<file path="config.mk">
export PLATFORM = sky130hd
export DESIGN_NAME = pipe_trace_buffer
export DESIGN_NICKNAME = d
export VERILOG_FILES = /design/src/rtl/pipe_trace_buffer.sv
export SDC_FILE = /design/constraint.sdc
export NUM_CORES = 1
export LEC_CHECK = 0
export ABC_AREA = 1
export CORE_MARGIN = 2
export CORE_UTILIZATION = 63
export DETAILED_ROUTE_END_ITERATION = 8
export GPL_TIMING_DRIVEN = 0
export PLACE_DENSITY = 0.88
export SLEW_MARGIN = 20
export SYNTH_ARGS = -nofsm -noshare
export SYNTH_HDL_FRONTEND = slang
export SYNTH_SLANG_ARGS = --single-unit
export TNS_END_PERCENT = 30
</file>
<file path="constraint.sdc">
create_clock -name clk -period 14.05 [get_ports clk]
set_input_delay 2.81 -clock clk [delete_from_list [all_inputs] [get_ports clk]]
set_output_delay 2.81 -clock clk [all_outputs]
set_load 0.03 [all_outputs]
</file>
<file path="src/rtl/pipe_trace_buffer.sv">
`default_nettype none
// ============================================================================
// Module      : pipe_trace_buffer
// Description : Instruction trace capture for the pipelined MIPS core.
//               Records (PC, IR) pairs from the fetch stage into a circular
//               buffer. Capture stops on a PC-match or forced trigger after a
//               programmable number of post-trigger samples. The captured
//               window is then streamed out oldest-first over a valid/ready
//               port.
// Revision    : 1.0 - initial release
// ----------------------------------------------------------------------------
// Ports
//   clk, rst          : clock (rising edge), asynchronous active-high reset
//   arm               : pulse, IDLE -> ARMED (ignored elsewhere)
//   abort             : return to IDLE from any state, clears pointers/counts
//   trig_en, trig_pc  : PC-match trigger enable and compare value
//   force_trig        : immediate trigger while ARMED
//   post_cnt          : samples kept after the trigger sample (latched at trigger)
//   cap_valid/pc/ir   : fetch-stage sample
//   rd_valid/ready    : readout handshake
//   rd_pc/ir/last     : readout entry, last flag marks end of window
//   busy              : capturing (ARMED or POST)
//   done              : window ready for readout (READ)
//   entries           : valid entries held, saturates at DEPTH
// ============================================================================
module pipe_trace_buffer #(
    parameter int ADDR_W = 32,
    parameter int DATA_W = 32,
    parameter int DEPTH  = 8,
    parameter int CW     = $clog2(DEPTH) + 1
) (
    input  logic              clk,
    input  logic              rst,
    input  logic              arm,
    input  logic              abort,
    input  logic              trig_en,
    input  logic [ADDR_W-1:0] trig_pc,
    input  logic              force_trig,
    input  logic [CW-1:0]     post_cnt,
    input  logic              cap_valid,
    input  logic [ADDR_W-1:0] cap_pc,
    input  logic [DATA_W-1:0] cap_ir,
    output logic              rd_valid,
    input  logic              rd_ready,
    output logic [ADDR_W-1:0] rd_pc,
    output logic [DATA_W-1:0] rd_ir,
    output logic              rd_last,
    output logic              busy,
    output logic              done,
    output logic [CW-1:0]     entries
);

    localparam int            c_ptr_w    = $clog2(DEPTH);
    localparam int            c_word_w   = ADDR_W + DATA_W;
    localparam logic [CW-1:0] c_depth    = CW'(DEPTH);
    localparam logic [CW-1:0] c_post_max = CW'(DEPTH - 1);

    typedef enum logic [1:0] {
        S_IDLE  = 2'd0,
        S_ARMED = 2'd1,
        S_POST  = 2'd2,
        S_READ  = 2'd3
    } state_t;

    // ------------------------------------------------------------------
    // State
    // ------------------------------------------------------------------
    state_t               state_q,     state_d;
    logic [c_ptr_w-1:0]   wr_ptr_q,    wr_ptr_d;
    logic [c_ptr_w-1:0]   rd_ptr_q,    rd_ptr_d;
    logic [CW-1:0]        entries_q,   entries_d;
    logic [CW-1:0]        remaining_q, remaining_d;
    logic [CW-1:0]        rd_left_q,   rd_left_d;
    logic                 rd_valid_q,  rd_valid_d;
    logic [ADDR_W-1:0]    rd_pc_q,     rd_pc_d;
    logic [DATA_W-1:0]    rd_ir_q,     rd_ir_d;
    logic                 rd_last_q,   rd_last_d;

    // Trace storage; intentionally not reset so a window survives abort.
    logic [c_word_w-1:0]  mem_q [DEPTH];

    logic                 wr_en;
    logic                 trig_hit;
    logic [CW-1:0]        post_clamped;
    logic [CW-1:0]        entries_inc;

    // ------------------------------------------------------------------
    // Next-state logic
    // ------------------------------------------------------------------
    always_comb begin
        state_d      = state_q;
        wr_ptr_d     = wr_ptr_q;
        rd_ptr_d     = rd_ptr_q;
        entries_d    = entries_q;
        remaining_d  = remaining_q;
        rd_left_d    = rd_left_q;
        rd_valid_d   = rd_valid_q;
        rd_pc_d      = rd_pc_q;
        rd_ir_d      = rd_ir_q;
        rd_last_d    = rd_last_q;
        wr_en        = 1'b0;

        trig_hit     = force_trig | (trig_en & cap_valid & (cap_pc == trig_pc));
        // Capping post-trigger samples at DEPTH-1 keeps the trigger sample
        // from being overwritten before readout.
        post_clamped = (post_cnt > c_post_max) ? c_post_max : post_cnt;
        entries_inc  = (entries_q == c_depth) ? entries_q : entries_q + 1'b1;

        unique case (state_q)
            S_IDLE: begin
                if (arm) begin
                    state_d   = S_ARMED;
                    wr_ptr_d  = '0;
                    entries_d = '0;
                end
            end

            S_ARMED: begin
                // A match trigger and its sample are one and the same write.
                if (cap_valid) begin
                    wr_en     = 1'b1;
                    wr_ptr_d  = wr_ptr_q + 1'b1;
                    entries_d = entries_inc;
                end
                if (trig_hit) begin
                    // Oldest entry: the slot about to be overwritten once the
                    // buffer has filled, otherwise slot 0.
                    rd_ptr_d  = (entries_d == c_depth) ? wr_ptr_d : '0;
                    rd_left_d = entries_d;
                    if (entries_d == '0) begin
                        // Forced trigger with nothing captured: no window.
                        state_d = S_IDLE;
                    end else if (post_clamped == '0) begin
                        state_d = S_READ;
                    end else begin
                        state_d     = S_POST;
                        remaining_d = post_clamped;
                    end
                end
            end

            S_POST: begin
                if (cap_valid) begin
                    wr_en       = 1'b1;
                    wr_ptr_d    = wr_ptr_q + 1'b1;
                    entries_d   = entries_inc;
                    remaining_d = remaining_q - 1'b1;
                    if (remaining_q == CW'(1)) begin
                        state_d   = S_READ;
                        rd_ptr_d  = (entries_d == c_depth) ? wr_ptr_d : '0;
                        rd_left_d = entries_d;
                    end
                end
            end

            S_READ: begin
                if (rd_valid_q && rd_ready && rd_last_q) begin
                    state_d    = S_IDLE;
                    rd_valid_d = 1'b0;
                    rd_last_d  = 1'b0;
                end else if (!rd_valid_q || rd_ready) begin
                    // Output register is empty or being drained this cycle:
                    // refill it from the buffer for back-to-back streaming.
                    if (rd_left_q != '0) begin
                        rd_valid_d         = 1'b1;
                        {rd_pc_d, rd_ir_d} = mem_q[rd_ptr_q];
                        rd_last_d          = (rd_left_q == CW'(1));
                        rd_ptr_d           = rd_ptr_q + 1'b1;
                        rd_left_d          = rd_left_q - 1'b1;
                    end else begin
                        rd_valid_d = 1'b0;
                        state_d    = S_IDLE;
                    end
                end
            end

            default: begin
                state_d = S_IDLE;
            end
        endcase

        // abort overrides every other event in the same cycle.
        if (abort) begin
            state_d     = S_IDLE;
            wr_en       = 1'b0;
            wr_ptr_d    = '0;
            rd_ptr_d    = '0;
            entries_d   = '0;
            remaining_d = '0;
            rd_left_d   = '0;
            rd_valid_d  = 1'b0;
            rd_last_d   = 1'b0;
        end
    end

    // ------------------------------------------------------------------
    // Registers
    // ------------------------------------------------------------------
    always_ff @(posedge clk or posedge rst) begin
        if (rst) begin
            state_q     <= S_IDLE;
            wr_ptr_q    <= '0;
            rd_ptr_q    <= '0;
            entries_q   <= '0;
            remaining_q <= '0;
            rd_left_q   <= '0;
            rd_valid_q  <= 1'b0;
            rd_pc_q     <= '0;
            rd_ir_q     <= '0;
            rd_last_q   <= 1'b0;
        end else begin
            state_q     <= state_d;
            wr_ptr_q    <= wr_ptr_d;
            rd_ptr_q    <= rd_ptr_d;
            entries_q   <= entries_d;
            remaining_q <= remaining_d;
            rd_left_q   <= rd_left_d;
            rd_valid_q  <= rd_valid_d;
            rd_pc_q     <= rd_pc_d;
            rd_ir_q     <= rd_ir_d;
            rd_last_q   <= rd_last_d;
        end
    end

    always_ff @(posedge clk) begin
        if (wr_en) begin
            mem_q[wr_ptr_q] <= {cap_pc, cap_ir};
        end
    end

    // ------------------------------------------------------------------
    // Outputs
    // ------------------------------------------------------------------
    assign rd_valid = rd_valid_q;
    assign rd_pc    = rd_pc_q;
    assign rd_ir    = rd_ir_q;
    assign rd_last  = rd_last_q;
    assign busy     = (state_q == S_ARMED) || (state_q == S_POST);
    assign done     = (state_q == S_READ);
    assign entries  = entries_q;

endmodule
`default_nettype wire

</file>
Yosys cells after proc, flatten, opt, wreduce, memory -nomap -nowiden
Memories as Yosys holds them, arrays and structs flattened. A register that Yosys moved wholly into a read port is not among the register bits.
Index checks and enable logic that the tools add are counted.
{"block": "op_classes", "n_lt_le_gt_ge": 1, "reduce_logical": 25, "bitwise": 4, "div": 0, "add_sub_neg": 5, "mul": 0, "muxes": 61, "eq_ne": 20, "shift": 0}
{"operator": "4-bit two-way mux", "n": 18}
{"operator": "3-bit two-way mux", "n": 12}
{"operator": "32-bit equality test", "n": 1}
{"operator": "4-bit case mux with 3 select lines", "n": 2}
{"operator": "3-bit inequality test (second input constant)", "n": 7}
{"operator": "2-bit two-way mux", "n": 9}
{"operator": "1-bit two-way mux", "n": 16}
{"operator": "4-bit equality test (second input constant)", "n": 3}
{"operator": "3-bit nonzero test", "n": 4}
{"operator": "4-bit nonzero test", "n": 3}
{"operator": "3-bit case mux with 3 select lines", "n": 1}
{"operator": "4-bit by 1-bit equality test with 1-bit output (second input constant)", "n": 2}
{"operator": "4-bit zero test", "n": 2}
{"operator": "2-bit case mux with 4 select lines", "n": 1}
{"operator": "4-bit case mux with 2 select lines", "n": 1}
{"operator": "4-bit by 1-bit subtractor with 4-bit output (second input constant)", "n": 2}
{"operator": "7-bit AND reduction", "n": 1}
{"operator": "3-bit by 1-bit adder with 3-bit output (second input constant)", "n": 2}
{"operator": "3-bit by 2-bit inequality test with 1-bit output (second input constant)", "n": 2}
{"operator": "3-bit case mux with 2 select lines", "n": 1}
{"operator": "2-bit AND reduction", "n": 3}
{"operator": "6-bit AND reduction", "n": 1}
{"operator": "5-bit AND reduction", "n": 1}
{"operator": "4-bit by 1-bit adder with 4-bit output (second input constant)", "n": 1}
{"operator": "other kinds (16)", "n": 20}
{"block": "word_totals", "inputBits": 108, "word_cells": 125, "out_inout_bits": 72, "regBits": 22, "mem_count": 1, "ramBits": 512, "latchBits": 0, "rom_bits": 0}
{"name": "mem_q", "words": 8, "width": 64, "rd": 1, "rd_ports_with_merged_regs": 1, "write_ports": 1, "line_no": "80", "rtl": "logic [c_word_w-1:0] mem_q [DEPTH];"}

Logic depth before layout (Yosys ltp)
Gate-level depths: netlist (run 1).
{"block": "logic_depth", "ltp_word": 9, "ltp_mapped": 14, "depth_no_buf": 13}

Least setup slack after synthesis (run 1)
OpenSTA, ideal clock, no wires.
{"block": "synth_timing", "path_kind": "input-to-reg", "from": "input port abort", "to": "memory mem_q[0][0] (netlist name), enable pin", "required_ps": 13406, "n_path_buf": 1, "arrival_time_ps": 9322, "path_stages": 4, "setup_time_ps": 644, "setup_slack_ps": 4084, "cell_sequence": "buf_2 > inv_2 > nand3_1 > nor4_1"}
{"block": "synth_via", "elab_chain_cells": 3}
{"item": "start: declaration", "line_no": "35", "rtl": "input logic abort,"}
{"item": "1-bit two-way mux", "line_no": "183", "rtl": "if (abort) begin"}
{"item": "1-bit two-way mux", "line_no": "226", "rtl": "if (wr_en) begin"}
{"item": "1-bit two-way mux (implied by the code)", "line_no": "227", "rtl": "mem_q[wr_ptr_q] <= {cap_pc, cap_ir};"}
{"item": "end: declaration", "line_no": "80"}
Every way passes these cells.

Final worst setup path (run 1)
{"block": "layout_timing", "from": "input port cap_valid", "to": "memory mem_q[0][1] (netlist name), enable pin"}
{"block": "layout_via", "elab_chain_cells": 5}
{"item": "start: declaration", "line_no": "40", "rtl": "input logic cap_valid,"}
{"item": "1-bit two-way mux", "line_no": "120, 143"}
{"item": "1-bit two-way mux"}
{"item": "1-bit two-way mux", "line_no": "183"}
{"item": "1-bit two-way mux", "line_no": "226"}
{"item": "1-bit two-way mux (implied by the code)", "line_no": "227"}
Every way passes these cells.

==> flow_summary_export.csv, run 1 <==
group,metric,value,unit
run_status,outcome,"complete, no violations",
route,via_per_inst,6.591,
timing,clock_skew,0.02375,ns
worst_setup_path,rrSetupSlack,10.21,ns
floorplan,num_rows,71,
clocking,clock_path_buffers,3,
timing,max_freq,166.0,MHz
yosys,ys_seq_elements,598,
power_and_ir_drop,power,4703,µW
clocking,cts_root_buf,"clkbuf_16",
clocking,clock_sinks,598,
clocking,hold_buffers,0,
floorplan,dieArea,40130,µm²
yosys,ys.flop_type,"edfxtp_1",
timing,fin_crit_sh,0.4288,
clocking,cts_inserted_buffers,55,
worst_setup_path,end_kind,"flip-flop",
worst_setup_path,worst_setup_path_start_kind,"input pin",
worst_setup_path,cpPeakStageDelay,0.67,ns
timing,setup_viol,0,
hold_path,min_path_type,"flip-flop to flip-flop",
global_route,met2_usage,0.5623,
floorplan,design.core.area,37840,µm²
global_route,grt_max_degree,59,
worst_setup_path,crit_end,"mem_q[0][1]",
yosys,yosysWarnings,0,
route,vias,17890,
yosys,async_flop_share,0.1438,
timing,grt_setup_unrepaired,"false",
floorplan,io_pins,180,
worst_setup_path,reg2reg_to,"mem_q[0][1]",
power_and_ir_drop,switchingPower,1399,µW
power_and_ir_drop,p_per_area,160.5,nW/µm²
power_and_ir_drop,p_seq_frac,0.452,
layout,mostFrequentLayoutCells,"edfxtp_1 (512), nor2_1 (235), nand2_1 (204)",
yosys,synth_cells,1823,
timing,slew-limit-headroom,0.3458,
worst_setup_path,path_cells,"clkdlybuf4s50_1, buf_2, nand3_1, nor4_2, buf_4, buf_4, buf_2, buf_2, buf_2, buf_2, buf_4",
route,drc,0,
layout,stdcell_area,29300,µm²
layout,drive_above_1_share,0.1255,
yosys,syn-num-nets,1945,
layout,finalNetCount,2276,
place,gp_congestion,0.8887,
worst_setup_path,worst_path_most_repeated_cell,"buf_2",
power_and_ir_drop,p_int,3304,µW
timing,slew_viol_final,0,
power_and_ir_drop,pwr-share-clk,0.331,
yosys,postSynthAreaPerCell,13.32,µm²
worst_setup_path,crit_path_top_delay_cell,"nor4_2",
floorplan,die_h,200.3,µm
timing,setup_tns,0,ns
global_route,antenna_found_initial,6,
worst_setup_path,crit_path_start,"cap_valid",
clocking,tritoncts,"built",
floorplan,start_util,0.6417,
route,drt_iter0_drc,2883,
place,place_hpwl,45.72,mm
worst_setup_path,critical_path_class,"input pin to flip-flop",
yosys,synthDistinctLibCells,45,
power_and_ir_drop,p_leak,0.01039,µW
timing,hold_viol,0,
route,drtAntennaViolNets,0,
global_route,grtUsageTotal,0.3494,
power_and_ir_drop,peakVddDrop,0.0001191,V
timing,worstMarginPinSlew,0.9814,ns
global_route,grt_pass1_wl,105.5,mm
place,io_buffers,179,
hold_path,min-delay-start,"rd_ir[29]",
power_and_ir_drop,switching_share,0.2975,
global_route,grt_pass1_vias,18090,
clocking,clk_transition_reported_paths,0.06,ns
layout,area_growth,20.65,%
place,placed_area,27410,µm²
clocking,clk_latency,0.61,ns
timing,fin_crit,6.025,ns
global_route,grt_use_met3,0.09047,
global_route,overflow,0,
clocking,cts-htree-levels,2,
global_route,grt_use_met1,0.4421,
clocking,postCtsSetupBuffers,0,
route,drtPass1Iterations,6,
worst_setup_path,cp.arrival,6.34,ns
yosys,ys_seq_area_frac,0.7218,
yosys,syn-cell-area,24280,µm²
floorplan,fp.dieW,200.3,µm
route,routed_wl,70.82,mm
layout,layout_commonest_cell,"edfxtp_1",
worst_setup_path,reg2regPathDepth,11,
yosys,synth_enable_flop_cells,512,
worst_setup_path,cp.required,14.36,ns
flow_run,cap_violations,0,
timing,hold_ws,0.4798,ns
clocking,cts-resized-gates,0,
route,wl_per_cell,26.09,µm
worst_setup_path,cp_max_fo,10,
worst_setup_path,reg2reg_from,"state_q[0]",
global_route,gr-max-usage-layer,"met2",
power_and_ir_drop,share_comb_of_total_power,0.218,
-- registers in the layout, summed over array words and instances (netlist names) --
| signal | flops |
|---|---|
| rd_pc | 32 |
| rd_ptr_q | 3 |
| rd_ir | 32 |
| rd_last | 1 |
| entries | 4 |
| remaining_q | 4 |
| mem_q | 512 |
| state_q | 2 |
| rd_left_q | 4 |
| wr_ptr_q | 3 |
| rd_valid | 1 |
-- cells by family (layout without fill, tap and decap cells) --
kind of cell	count (synthesis)	after routing	synth area share
AO/OA/AOI/OAI	370	370	0.09671
XOR/XNOR	12	12	0.004328
adder cells (fa/ha/maj)	14	14	0.007214
buffers and inverters	183	559	0.03493
flip-flops	598	598	0.7218
multiplexers	101	101	0.04163
other	0	4	0
AND/OR/NAND/NOR	545	545	0.09342
-- power by group through the flow --
stage | combinational [µW] | clock [µW] | sequential (µW)
after floorplan | 448 | 0 | 2270
after global placement | 938 | 0 | 2160
after detailed placement | 986 | 0 | 2150
after CTS | 1000 | 1550 | 2120
after global routing | 1080 | 1610 | 2130
final | 1020 | 1560 | 2120
-- stage by stage --
step | std cells | utilization | worst slack [ns]
6_report | 2714 | 0.7742 | 8.025
3_3_place_gp | 2513 | 0.7059 | -2.410
5_1_grt | 2714 | 0.7742 | 7.926
4_1_cts | 2710 | 0.7739 | 8.129
3_5_place_dp | 2608 | 0.7243 | 7.556
2_1_floorplan | 1823 | - | 4.084
-- synthesized netlist by cell type, types with 2 or more instances --
cell type	count	area [µm²]
edfxtp_1	512	15370
nor2_1	236	885.9
nand2_1	204	765.7
o21ai_0	141	705.7
mux2i_1	101	1011
dfrtp_1	86	2152
o221ai_1	76	665.6
o21ai_1	66	330.3
inv_1	63	236.5
nand3_1	61	305.3
clkbuf_1	59	221.5
o22ai_1	30	187.7
o32ai_1	28	245.2
buf_2	20	100.1
ha_1	14	175.2
buf_6	13	146.4
inv_2	13	48.80
nand4_1	11	68.82
buf_4	10	75.07
xnor2_1	9	78.83
a21oi_1	8	40.04
nor4_1	8	50.05
o21ai_2	7	61.31
nand2_2	6	37.54
nor3_1	6	30.03
o211ai_1	5	37.54
buf_1	4	15.01
nand3_2	4	40.04
nor2_2	3	18.77
xor2_1	3	26.28
a31oi_1	2	12.51
-- metal layers --
metal	vias to the layer above	wire length [µm]
met4	4	3574
met2	1594	33620
met1	8567	23530
met3	316	10070
met5	-	23
li1	7408	-
-- worst max-delay path: cells and delay by family --
family        cells  cell delay (ns)
buf+inv           9             2.53
simple gates      2             0.99
-- worst min path at each step --
stage | to | cells past startpoint
4_1_cts | rd_pc[1] | 2
5_1_grt | rd_pc[5] | 2
6_report | rd_ir[29] | 2
2_1_floorplan | rd_left_q[1] | 2
3_5_place_dp | rd_ir[29] | 2
3_3_place_gp | rd_ir[22] | 2
-- final cells by class --
type / instances / area [µm²]
tap: 511 / 639.4
timing repair buffer: 274 / 2431
clock buffer: 85 / 1659
buffer: 106 / 558.0
sequential: 598 / 17530
antenna: 4 / 10.01
multi-input combinational: 1042 / 5958
clock inverter: 17 / 219.0
fill: 2067 / 8547
inverter: 77 / 295.3
Note: power is estimated with default switching activity, not from simulation.
==> run 2, diff against run 1 <==
CORE_UTILIZATION = 58   (was 63)
PLACE_DENSITY = 0.82   (was 0.88)
clock period = 5.6 ns   (was 14.05 ns; I/O delays follow)
==> run 2 against run 1 <==
  * Wire length decreased by 3.2%
  * Utilization down 6.0 points
  * Register-to-register slack worse by 8.0 ns
  * Count of clock-buffer cells in the layout fell by 6
  * Cell count grew 0.70%
  * Clock power rose to 2.5 times the previous value
  * Sequential share of layout area down 0.10 points
  * Critical endpoint is now mem_q[3][50]
  * Highest routed layer unchanged
==> flow_summary_export.csv, run 2 (synthesis results as in run 1) <==
group,metric,value,unit
run_status,outcome,"complete, no violations",
route,routed_wl,68.54,mm
timing,max_freq,265.9,MHz
layout,area_growth,20.85,%
layout,drive_above_1_share,0.1236,
route,wl_per_cell,25.08,µm
worst_setup_path,end_kind,"flip-flop",
layout,mostFrequentLayoutCells,"edfxtp_1 (512), nor2_1 (235), nand2_1 (204)",
layout,stdcell_area,29350,µm²
global_route,antenna_found_initial,4,
worst_setup_path,cp.required,5.91,ns
timing,setup_slack,1.839,ns
floorplan,die_h,208.6,µm
timing,slew_viol_final,0,
clocking,clk_latency,0.62,ns
floorplan,fp.dieW,208.6,µm
layout,top_register,"mem_q",
clocking,tritoncts,"built",
layout,fin_cells,2733,
place,gp_congestion,0.8882,
layout,fillers,2682,
place,dpl.cell_count,2626,
timing,setup_viol,0,
timing,fin_crit_sh,0.6717,
floorplan,num_rows,74,
clocking,clock_path_buffers,3,
worst_setup_path,rrSetupSlack,2.25,ns
timing,slew-limit-headroom,0.3556,
global_route,grt_pass1_wl,102.0,mm
place,dp_slack,1.306,ns
power_and_ir_drop,p_per_area,402.5,nW/µm²
worst_setup_path,cp.arrival,4.07,ns
clocking,cts_inserted_buffers,57,
hold_path,min_path_type,"flip-flop to flip-flop",
floorplan,dieArea,43520,µm²
route,vias,17400,
clocking,cts_root_buf,"clkbuf_16",
timing,worstMarginPinSlew,0.9665,ns
worst_setup_path,cp_max_fo,10,
timing,fin_crit,3.761,ns
global_route,grt_max_degree,56,
hold_path,whs_path_depth,2,
timing,setup_tns,0,ns
hold_path,min_to,"rd_ir[30]",
global_route,overflow,0,
worst_setup_path,reg2regPathDepth,8,
worst_setup_path,reg2reg_from,"state_q[0]",
timing,grt_setup_unrepaired,"false",
floorplan,io_pins,180,
power_and_ir_drop,p_leak,0.01038,µW
clocking,hold_buffers,0,
floorplan,start_util,0.5907,
timing,hold_viol,0,
global_route,grt_pass1_vias,17180,
worst_setup_path,critical_path_class,"input pin to flip-flop",
global_route,grtUsageTotal,0.3131,
layout,layout_commonest_cell,"edfxtp_1",
clocking,clock_sinks,598,
layout,finalNetCount,2275,
place,place_hpwl,45.88,mm
flow_run,cap_violations,0,
floorplan,design.core.area,41110,µm²
hold_path,min-delay-start,"rd_ir[30]",
place,io_buffers,179,
clocking,postCtsSetupBuffers,0,
layout,largest_reg_flops,512,
route,drtAntennaViolNets,0,
clocking,cts-resized-gates,0,
power_and_ir_drop,peakVddDrop,0.0002658,V
clocking,clk_transition_reported_paths,0.06,ns
route,drt_iter0_drc,2460,
route,drc,0,
worst_setup_path,reg2reg_to,"mem_q[3][50]",
layout,final_util,0.7139,
clocking,cts-htree-levels,2,
worst_setup_path,worst_setup_path_start_kind,"input pin",
place,placed_area,27410,µm²
timing,clock_skew,0.01407,ns
route,drtPass1Iterations,6,
route,via_per_inst,6.367,
[run 2: worst max-delay path, stage by stage]
cell and delay (ns):
clkdlybuf4s50_1 0.57, buf_2 0.27, nand3_1 0.31, nor4_2 0.73, buf_4 0.31, buf_2 0.23
buf_2 0.25, buf_2 0.26
[run 2: area by class of cell]
| class | instances | area, µm² | area share |
|---|---|---|---|
| Sequential cell | 598 | 17530 | 0.5972 |
| Timing Repair Buffer | 271 | 2407 | 0.08203 |
| Buffer | 106 | 558.0 | 0.01902 |
| Clock inverter | 27 | 321.6 | 0.01096 |
| Antenna cell | 1 | 2.502 | 0.00008527 |
| Clock buffer | 79 | 1612 | 0.05491 |
| Inverter | 77 | 295.3 | 0.01006 |
| Multi-Input combinational cell | 1042 | 5958 | 0.2030 |
| Tap cell | 532 | 665.6 | 0.02268 |
[run 2: report_power, final]
part	leakage (µW)	total [µW]	switching [µW]	internal, µW
registers	0.00577	5330	205	5120
clock network	0.000940	3960	1670	2290
logic	0.00367	2520	1620	900
total	0.0104	11800	3490	8320
[run 2: metrics by stage]
step / hold slack, ns / power (µW)
6_report: 0.4795 / 11810
3_5_place_dp: 0.4666 / 7872
4_1_cts: 0.4827 / 11780
5_1_grt: 0.4988 / 12160
3_3_place_gp: 0.4619 / 7793
2_1_floorplan: 0.4550 / 6830
[run 2: metal layers]
layer	track usage	share of wire	wire [µm]
met1	0.4140	0.36	24950
met2	0.5111	0.48	32700
met3	0.06477	0.12	8111
met4	0.1318	0.040	2746
met5	0	0.00050	34
[run 2: worst max path at each step]
stage	endpoint	slack [ns]	cells after the start	startpoint
finish	mem_q[3][50]	1.84	8	cap_valid
global route	mem_q[1][30]	1.75	8	cap_valid
detailed placement	mem_q[3][45]	1.31	8	cap_valid
global placement	mem_q[6][44]	-9.26	4	cap_valid
floorplan	mem_q[0][0]	-2.68	4	abort
CTS	mem_q[1][30]	1.93	8	cap_valid
==> run 3, diff against run 2 <==
clock period = 3.55 ns   (was 5.6 ns; I/O delays follow)
==> run 3 against run 2 <==
  * Critical path type is now flip-flop to flip-flop
  * Sequential share of layout area down 0.19 points
  * Die area unchanged
  * Worst hold slack got worse by 0.021 ns
  * Wire length shrank 2.1%
  * Largest cell class unchanged
  * Worst setup slack worse by 1.5 ns
  * Critical path depth grew 2
  * Total power is 57% higher
==> flow_summary_export.csv, run 3 (synthesis results as in run 1) <==
group,metric,value,unit
run_status,outcome,"complete, no violations",
timing,setup_viol,0,
route,vias,16960,
layout,drive_above_1_share,0.1080,
place,gp_congestion,0.8841,
timing,fin_crit,3.213,ns
route,routed_wl,67.10,mm
timing,hold_viol,0,
layout,top_register,"mem_q",
layout,final_util,0.7162,
layout,finalNetCount,2239,
place,place_hpwl,45.08,mm
timing,setup_tns,0,ns
global_route,overflow,0,
power_and_ir_drop,p_per_area,629.1,nW/µm²
timing,slew_viol_final,0,
timing,grt_setup_unrepaired,"false",
clocking,clk_latency,0.64,ns
global_route,grt_pass1_vias,17140,
timing,max_freq,311.2,MHz
clocking,cts-htree-levels,2,
floorplan,start_util,0.5907,
worst_setup_path,cp_max_fo,11,
clocking,clk_transition_reported_paths,0.06,ns
floorplan,die_h,208.6,µm
worst_setup_path,end_kind,"flip-flop",
clocking,clock_path_buffers,3,
route,drtPass1Iterations,5,
route,wl_per_cell,24.81,µm
layout,fin_cells,2704,
global_route,grt_pass1_wl,99.79,mm
layout,largest_reg_flops,512,
floorplan,fp.dieW,208.6,µm
timing,clock_skew,0.02359,ns
route,drtAntennaViolNets,0,
clocking,tritoncts,"built",
worst_setup_path,cp.required,3.87,ns
place,dpl.cell_count,2589,
floorplan,dieArea,43520,µm²
hold_path,min_path_type,"input pin to asynchronous set/reset pin",
timing,worstMarginPinSlew,0.9326,ns
clocking,cts_inserted_buffers,58,
global_route,grtUsageTotal,0.3061,
layout,fillers,2631,
timing,hold_ws,0.4587,ns
clocking,cts_root_buf,"clkbuf_16",
worst_setup_path,worst_setup_path_start_kind,"flip-flop",
floorplan,design.core.area,41110,µm²
floorplan,num_rows,74,
route,drt_iter0_drc,2234,
place,io_buffers,179,
clocking,hold_buffers,0,
timing,slew-limit-headroom,0.3783,
layout,area_growth,21.24,%
flow_run,cap_violations,0,
clocking,clock_sinks,598,
worst_setup_path,critical_path_class,"flip-flop to flip-flop",
clocking,postCtsSetupBuffers,0,
power_and_ir_drop,peakVddDrop,0.0004713,V
route,via_per_inst,6.271,
route,drc,0,
worst_setup_path,cp.arrival,3.54,ns
global_route,antenna_found_initial,6,
power_and_ir_drop,p_leak,0.01023,µW
floorplan,io_pins,180,
timing,fin_crit_sh,0.9051,
layout,mostFrequentLayoutCells,"edfxtp_1 (512), nor2_1 (235), nand2_1 (204)",
clocking,cts-resized-gates,0,
layout,layout_commonest_cell,"edfxtp_1",
global_route,grt_max_degree,57,
-- run 3: worst paths after layout --
check                      startpoint        endpoint  slack [ns]  cells past startpoint
hold / removal                    rst  remaining_q[3]        0.46                      2
max in group asynchronous         rst       rd_pc[10]        2.41                      3
setup reg to reg           state_q[0]    mem_q[4][45]        0.34                     10
min in group clk            rd_ir[29]       rd_ir[29]        0.48                      2
setup / recovery           state_q[0]    mem_q[4][45]        0.34                     10
hold reg to reg             rd_ir[29]       rd_ir[29]        0.48                      2
-- run 3: critical path, stage by stage (launching register included) --
cell and delay, ns:
dfrtp_1 0.44, inv_1 0.15, ha_4 0.33, inv_1 0.05, nor2_1 0.31, nand3_1 0.27, nor3_4 0.57, buf_8 0.25
buf_6 0.18, buf_6 0.17, buf_8 0.17
-- run 3: cell type report --
type / count / area (µm²) / share of cell area
clock inverter: 32 / 289.0 / 0.009817
antenna: 5 / 12.51 / 0.0004250
timing repair buffer: 234 / 2431 / 0.08257
multi-input combinational: 1042 / 6042 / 0.2052
clock buffer: 78 / 1597 / 0.05423
tap: 532 / 665.6 / 0.02261
buffer: 106 / 575.6 / 0.01955
inverter: 77 / 302.8 / 0.01028
sequential: 598 / 17530 / 0.5953
-- run 3: power breakdown --
group	switching [µW]	total (µW)	internal, µW
clock network	2660	6110	3460
registers	322	8400	8080
logic	2560	4010	1440
-- run 3: routing by layer --
metal  vias up  GRT usage  part of all wire
met2      1191     0.4982              0.48
met4         4     0.1303             0.035
met3       169    0.06177              0.12
met5         -          0           0.00037
li1       7333          -                 -
met1      8261     0.4065              0.37
-- run 3: stage by stage --
step / cell area, µm² / worst slack (ns) / power [µW]
3_3_place_gp: 26890 / -2.575 / 12300
2_1_floorplan: 24440 / -0.07690 / 10800
3_5_place_dp: 27540 / -0.08785 / 12470
6_report: 29440 / 0.3369 / 18520
5_1_grt: 29440 / 0.06672 / 19110
4_1_cts: 29430 / 0.2980 / 18490
